### src/rtl/rule_unpacker_512_32.sv
// Unpacks 32-lane rule-ID beats into a 2-ID-per-beat stream, dropping zero IDs
// and closing every packet with an all-zero eop terminator beat.
module rule_unpacker_512_32 #(
  parameter int unsigned RULE_WIDTH  = 16,
  parameter int unsigned IN_LANES    = 32,
  parameter int unsigned EMPTY_WIDTH = 6
) (
  input  logic                           clk,
  input  logic                           rst,
  input  logic [RULE_WIDTH*IN_LANES-1:0] in_rule_data,
  input  logic                           in_rule_valid,
  input  logic                           in_rule_sop,
  input  logic                           in_rule_eop,
  input  logic [EMPTY_WIDTH-1:0]         in_rule_empty,
  output logic                           in_rule_ready,
  output logic [2*RULE_WIDTH-1:0]        out_rule_data,
  output logic                           out_rule_valid,
  output logic                           out_rule_sop,
  output logic                           out_rule_eop,
  input  logic                           out_rule_ready
);

  localparam int unsigned IN_BYTES   = (RULE_WIDTH * IN_LANES) / 8;
  localparam int unsigned RULE_BYTES = RULE_WIDTH / 8;
  localparam int unsigned IDX_W      = $clog2(IN_LANES);

  typedef enum logic [1:0] {
    IDLE   = 2'd0,
    UNPACK = 2'd1,
    TERM   = 2'd2
  } state_e;

  state_e                               state_q, state_d;
  logic [IN_LANES-1:0][RULE_WIDTH-1:0]  buf_q, buf_d;
  logic [IN_LANES-1:0]                  mask_q, mask_d;
  logic                                 buf_eop_q, buf_eop_d;
  logic [RULE_WIDTH-1:0]                carry_q, carry_d;
  logic                                 carry_valid_q, carry_valid_d;
  logic                                 first_out_q, first_out_d;

  logic [IN_LANES-1:0]                  in_mask;
  logic [31:0]                          valid_bytes;
  logic                                 found0, found1;
  logic [IDX_W-1:0]                     idx0, idx1;
  logic [RULE_WIDTH-1:0]                src0, src1;
  logic                                 avail2, avail1;
  logic                                 ready_o, valid_o, eop_o;
  logic [2*RULE_WIDTH-1:0]              data_o;

  // Lane mask for an incoming beat: only lanes inside the byte count and non-zero.
  always_comb begin
    in_mask     = '0;
    valid_bytes = IN_BYTES - 32'(in_rule_empty);
    for (int unsigned i = 0; i < IN_LANES; i++) begin
      in_mask[i] = (!in_rule_eop || ((i + 1) * RULE_BYTES <= valid_bytes)) &&
                   (in_rule_data[i*RULE_WIDTH +: RULE_WIDTH] != '0);
    end
  end

  always_comb begin
    found0 = 1'b0;
    found1 = 1'b0;
    idx0   = '0;
    idx1   = '0;
    for (int unsigned i = 0; i < IN_LANES; i++) begin
      if (mask_q[i]) begin
        if (!found0) begin
          found0 = 1'b1;
          idx0   = IDX_W'(i);
        end else if (!found1) begin
          found1 = 1'b1;
          idx1   = IDX_W'(i);
        end
      end
    end
  end

  // Carry always precedes the buffer lanes, so it shifts the source selection by one.
  assign src0   = carry_valid_q ? carry_q : buf_q[idx0];
  assign src1   = carry_valid_q ? buf_q[idx0] : buf_q[idx1];
  assign avail2 = carry_valid_q ? found0 : found1;
  assign avail1 = !avail2 && (carry_valid_q || found0);

  always_comb begin
    state_d       = state_q;
    buf_d         = buf_q;
    mask_d        = mask_q;
    buf_eop_d     = buf_eop_q;
    carry_d       = carry_q;
    carry_valid_d = carry_valid_q;
    first_out_d   = first_out_q;
    ready_o       = 1'b0;
    valid_o       = 1'b0;
    eop_o         = 1'b0;
    data_o        = '0;
    case (state_q)
      IDLE: begin
        ready_o = 1'b1;
        if (in_rule_valid) begin
          buf_d     = in_rule_data;
          mask_d    = in_mask;
          buf_eop_d = in_rule_eop;
          state_d   = UNPACK;
          if (in_rule_sop && carry_valid_q) begin
            carry_valid_d = 1'b0;
          end
        end
      end
      UNPACK: begin
        if (avail2) begin
          valid_o = 1'b1;
          data_o  = {src1, src0};
          if (out_rule_ready) begin
            first_out_d  = 1'b0;
            mask_d[idx0] = 1'b0;
            if (carry_valid_q) begin
              carry_valid_d = 1'b0;
            end else begin
              mask_d[idx1] = 1'b0;
            end
          end
        end else if (avail1) begin
          if (buf_eop_q) begin
            valid_o = 1'b1;
            data_o  = {{RULE_WIDTH{1'b0}}, src0};
            if (out_rule_ready) begin
              first_out_d   = 1'b0;
              carry_valid_d = 1'b0;
              mask_d[idx0]  = 1'b0;
              state_d       = TERM;
            end
          end else begin
            carry_d       = src0;
            carry_valid_d = 1'b1;
            mask_d[idx0]  = 1'b0;
            state_d       = IDLE;
          end
        end else begin
          state_d = buf_eop_q ? TERM : IDLE;
        end
      end
      TERM: begin
        valid_o = 1'b1;
        eop_o   = 1'b1;
        if (out_rule_ready) begin
          first_out_d   = 1'b1;
          carry_valid_d = 1'b0;
          state_d       = IDLE;
        end
      end
      default: state_d = IDLE;
    endcase
  end

  always_ff @(posedge clk) begin
    if (!rst) begin
      state_q       <= IDLE;
      buf_q         <= '0;
      mask_q        <= '0;
      buf_eop_q     <= 1'b0;
      carry_q       <= '0;
      carry_valid_q <= 1'b0;
      first_out_q   <= 1'b1;
    end else begin
      state_q       <= state_d;
      buf_q         <= buf_d;
      mask_q        <= mask_d;
      buf_eop_q     <= buf_eop_d;
      carry_q       <= carry_d;
      carry_valid_q <= carry_valid_d;
      first_out_q   <= first_out_d;
    end
  end

  // Outputs are forced quiet while reset is held.
  assign in_rule_ready  = rst & ready_o;
  assign out_rule_valid = rst & valid_o;
  assign out_rule_eop   = rst & eop_o;
  assign out_rule_sop   = rst & valid_o & first_out_q;
  assign out_rule_data  = rst ? data_o : '0;

endmodule

### config.mk
export PLATFORM = sky130hd
export DESIGN_NAME = rule_unpacker_512_32
export DESIGN_NICKNAME = d
export VERILOG_FILES = /design/src/rtl/rule_unpacker_512_32.sv
export SDC_FILE = /design/constraint.sdc
export NUM_CORES = 2
export LEC_CHECK = 0
export CORE_MARGIN = 8
export CORE_UTILIZATION = 50
export CTS_BUF_LIST = sky130_fd_sc_hd__clkbuf_4 sky130_fd_sc_hd__clkbuf_8
export CTS_CLUSTER_SIZE = 14
export DETAILED_ROUTE_END_ITERATION = 8
export PLACE_DENSITY = 0.9
export SYNTH_ARGS = -nofsm -noshare
export SYNTH_HDL_FRONTEND = slang
export SYNTH_SLANG_ARGS = --single-unit
### constraint.sdc
create_clock -name clk -period 8.95 [get_ports clk]
set_input_delay 1.79 -clock clk [delete_from_list [all_inputs] [get_ports clk]]
set_output_delay 1.79 -clock clk [all_outputs]
set_load 0.02 [all_outputs]
==> flow_summary.yaml, run 1 <==
placement:
  hpwlAfterDp_um: 155000
  gp_congestion: 1.61
  port_buffers: 559
  pre_cts_ws_ps: -1360
clock_tree:
  cts_max_level: 3
  ctsHoldBuffers: 0
  cts_max_path_buffers: 3
  root_buffer: "clkbuf_8"
  cts_sinks: 565
  numCtsBuffers: 91
floorplanning:
  die_h_um: 276
  start_util: 0.505
  die_w_um: 276
  num_rows: 95
  io_pins: 560
yosys:
  synth_commonest_cells: "nand2_1 (1,487), a21oi_1 (673), dfxtp_1 (565)"
  syn_avg_cell_area_um2: 6.80
  seq_area_frac_synth: 0.334
  yosysUniqueCellTypes: 99
  synth_top_area_frac: 0.334
  yosys.area.top_type: "dfxtp_1"
  syn_nets: 5514
  yosysMostFrequentCell: "nand2_1"
  netlist_area_um2: 33900
  async_reset_ff_frac: 0
  synth_enable_flop_cells: 0
  synthCells: 4982
  netlist_top_cells_area: "dfxtp_1 (33%), nand2_1 (16%), a21oi_1 (9.9%)"
  ys_seq_elements: 565
  ys_warn_count: 0
  synth_ff_type: "dfxtp_1"
run_status:
  tool.error: "[ERROR GRT-0116] Global routing finished with congestion. Check the congestion regions in the DRC Viewer."
  haltStage: "global routing (5_1_grt)"
  status: "stopped before the end"
grt:
  grt_pass1_wl_um: 405000
  overflow: 506
  gr-usage-all-layers: 0.723
  grt_max_degree: 249
  grt_pass1_vias: 51400
==> layer usage <==
metal / GRT overflow / GRT usage
met5: 13 / 0.415
met4: 166 / 0.642
met1: 59 / 0.706
met2: 179 / 0.852
met3: 89 / 0.670
==> kinds of logic after synthesis <==
family          synth area share
fa+ha+maj                0.00591
mux                       0.0381
buf+inv                   0.0544
simple gates               0.304
compound gates             0.263
flops                      0.334
xor+xnor                0.000775
==> through the flow <==
stage	hold WS, ps	cells	area (µm²)	util	setup TNS (ps)
4_1_cts	456	6515	44500	0.662	-19040
3_5_place_dp	449	6302	41300	0.615	-17250
3_3_place_gp	441	6302	41300	0.615	-10170
2_1_floorplan	436	4982	33900	-	0
==> timing repair <==
item | CTS
pin swaps | 82
gates resized for setup | 205
buffers inserted | 45
setup endpoints to repair | 32
gates cloned | 7
==> run 2: changes to the inputs <==
==> config.mk (replaced) <==
export PLATFORM = sky130hd
export DESIGN_NAME = rule_unpacker_512_32
export DESIGN_NICKNAME = d
export VERILOG_FILES = /design/src/rtl/rule_unpacker_512_32.sv
export SDC_FILE = /design/constraint.sdc
export NUM_CORES = 2
export LEC_CHECK = 0
export CORE_MARGIN = 8
export CORE_UTILIZATION = 35
export DETAILED_ROUTE_END_ITERATION = 8
export PLACE_DENSITY_LB_ADDON = 0.15
export SYNTH_ARGS = -nofsm -noshare
export SYNTH_HDL_FRONTEND = slang
export SYNTH_SLANG_ARGS = --single-unit
==> constraint.sdc (replaced) <==
create_clock -name clk -period 11.6 [get_ports clk]
set_input_delay 2.32 -clock clk [delete_from_list [all_inputs] [get_ports clk]]
set_output_delay 2.32 -clock clk [all_outputs]
set_load 0.02 [all_outputs]
==> run 2 against run 1 <==
The flow now finishes, with violations (max-capacitance violations, max-slew violations, negative setup slack). Synthesized cell count did not move. Synthesized area is the same.
==> flow_summary.yaml, run 2 <==
finish:
  final_area_um2: 44300
  final_cell_mix: "nand2_1 (1,486), a21oi_1 (663), dfxtp_1 (561)"
  fillers: 10000
  layoutNonFillerInstCount: 6826
  final_nets: 6004
  top_regs: "buf_q (512), mask_q (32), carry_q (16)"
  regMostFlops: "buf_q"
  layout-drive-gt1-share: 0.0953
  largest_reg_flops: 512
  layout_commonest_cell: "nand2_1"
  fin_util: 0.460
  syn2layout_area_growth_pct: 30.6
grt:
  overflow: 0
  gr-usage-all-layers: 0.460
  grt_pass1_wl_um: 346000
  antenna_found_initial: 36
  grt_max_degree: 215
  grt_pass1_vias: 41000
yosys:
  synthCells: 4982
  ys_warn_count: 0
  ys_seq_elements: 565
  netlist_area_um2: 33900
  synth_enable_flop_cells: 0
  yosysMostFrequentCell: "nand2_1"
  syn_avg_cell_area_um2: 6.80
  seq_area_frac_synth: 0.334
  yosys.area.top_type: "dfxtp_1"
  yosysUniqueCellTypes: 99
  async_reset_ff_frac: 0
  synth_commonest_cells: "nand2_1 (1,487), a21oi_1 (673), dfxtp_1 (565)"
  synth_top_area_frac: 0.334
  synth_ff_type: "dfxtp_1"
  syn_nets: 5514
  netlist_top_cells_area: "dfxtp_1 (33%), nand2_1 (16%), a21oi_1 (9.9%)"
placement:
  port_buffers: 559
  gp_congestion: 1.12
  hpwlAfterDp_um: 213000
  pre_cts_ws_ps: 249
  placed_cell_area_um2: 41500
  dpl.cell_count: 6659
clock_tree:
  clk_pin_slew_ps: 60
  cts_max_path_buffers: 3
  root_buffer: "clkbuf_16"
  clkLatencyLatePin_ps: 680
  ctsHoldBuffers: 0
  cts_tree: "built"
  cts_max_level: 2
  cts_sinks: 565
  numCtsBuffers: 59
run_status:
  status: "finished, violations left"
  violations: "max-capacitance violations, max-slew violations, negative setup slack"
timing:
  maxSlewHeadroom: -0.118
  worst_pin_slew_ps: 1630
  final.min_clock_period_ps: 11930
  setup_slack_ps: -332
  setup_viol: 1
  timing.hold.ws_ps: 457
  period_share: 1.03
  grt_setup_unrepaired: "yes"
  hold_viol_final: 0
  fmax_ghz: 0.0838
  drv_slew: 4
  fin_setup_tns_ps: -332
  skew_ps: 27.3
worst_setup_path:
  crit_fanout: 17
  worstPathArrival_ps: 9610
  cp.required_ps: 9280
  critPathCaptureType: "output port"
  start_kind: "register"
  critPathKind: "register to output port"
  rrSetupSlack_ps: 3140
route:
  drt_iter0_markers: 6657
  via_per_inst: 6.56
  wl_per_cell_um: 38.4
  firstDrtPassIters: 9
  drc: 0
  vias: 44800
  drtAntennaViolNets: 0
  wl_um: 262000
pwr:
  p_comb_frac: 0.626
  p_sw_frac: 0.537
  p_leak_nw: 16.0
  cellInternalPower_mw: 5.69
  peakVddDrop_uv: 343
  clkPwrFrac: 0.163
  cellPowerDensity_nw_per_um2: 277
  power_mw: 12.3
  switching_power_mw: 6.59
  seqPwrFrac: 0.210
floorplanning:
  core_area_um2: 96300
  die_w_um: 327
  start_util: 0.352
  num_rows: 114
  io_pins: 560
  dieArea_um2: 107000
  die_h_um: 327
job:
  maxCapViolCount: 2
min_path:
  min_path_type: "register to register"
==> run 2: cell counts after synthesis <==
No cell type changed its count.
==> run 2: power groups by stage <==
stage               Combinational, mW  Sequential, mW  Clock (mW)
CTS                              6.97            2.54        2.01
floorplan                        3.56            2.27           0
global placement                 6.89            2.58           0
finish                           7.69            2.58        2.01
global route                     7.66            2.56        2.09
detailed placement               6.84            2.58           0
==> run 2: cells by family (layout without fill, tap and decap cells) <==
| group | after synthesis | count (layout) | share of synthesized area |
|---|---|---|---|
| adder cells (fa/ha/maj) | 18 | 18 | 0.00591 |
| AND/OR/NAND/NOR | 2392 | 2393 | 0.304 |
| XOR/XNOR | 3 | 3 | 0.000775 |
| multiplexers | 121 | 121 | 0.0381 |
| AO/OA/AOI/OAI | 1434 | 1434 | 0.263 |
| other | 0 | 28 | 0 |
| buffers and inverters | 449 | 988 | 0.0544 |
| flip-flops | 565 | 565 | 0.334 |
==> run 2: what timing repair did <==
action / CTS / global route
gates resized for setup: 15 / 63
setup buffers: 10 / 15
setup endpoints to repair: 15 / 17
gates cloned: 1 / 1
pin swaps: 7 / 22
==> run 2: worst paths after layout <==
check	startpoint	end	depth (start not counted)
setup / recovery	mask_q[1]	out_rule_data[9]	27
setup reg to reg	mask_q[1]	carry_q[9]	27
hold reg to reg	carry_q[2]	carry_q[2]	2
hold / removal	carry_q[2]	carry_q[2]	2
==> run 2: worst max-delay path: stages (launching register included) <==
cell             delay [ps]
dfxtp_2                 360
inv_2                    90
ha_4                    180
nor3b_4                 300
buf_4                   190
nand3_1                  90
nor3_1                  180
buf_4                   170
nand2_1                 250
or3_1                   640
nor2_1                  440
o21ai_4                 270
o21ai_0                 280
o21ai_4                 330
buf_12                  290
nand2b_2                 80
buf_4                   230
buf_4                   330
nor2_1                   70
a2111oi_0              1270
o221ai_1                740
or3_1                   590
nor4_1                  190
o21ai_0                 120
a21oi_1                 260
mux2i_1                 180
nor2_1                  150
clkdlybuf4s50_1         620
==> run 2: area by class of cell <==
cell class	instances	area (µm²)	area share
Antenna cell	28	70.1	0.00158
Clock buffer	76	1670	0.0377
Clock inverter	35	368	0.00831
Inverter	45	176	0.00398
Multi-Input combinational cell	3969	21200	0.479
Sequential cell	565	11300	0.256
Tap cell	1276	1600	0.0361
Timing Repair Buffer	832	7860	0.177
==> run 2: metal layers <==
metal | track usage | share of wire | up-vias
li1 | - | - | 18900
met1 | 0.550 | 0.38 | 21800
met2 | 0.673 | 0.41 | 3237
met3 | 0.172 | 0.12 | 832
met4 | 0.335 | 0.089 | 10
met5 | 0 | 0.00022 | -
Note: power is estimated with default switching activity, not from simulation.
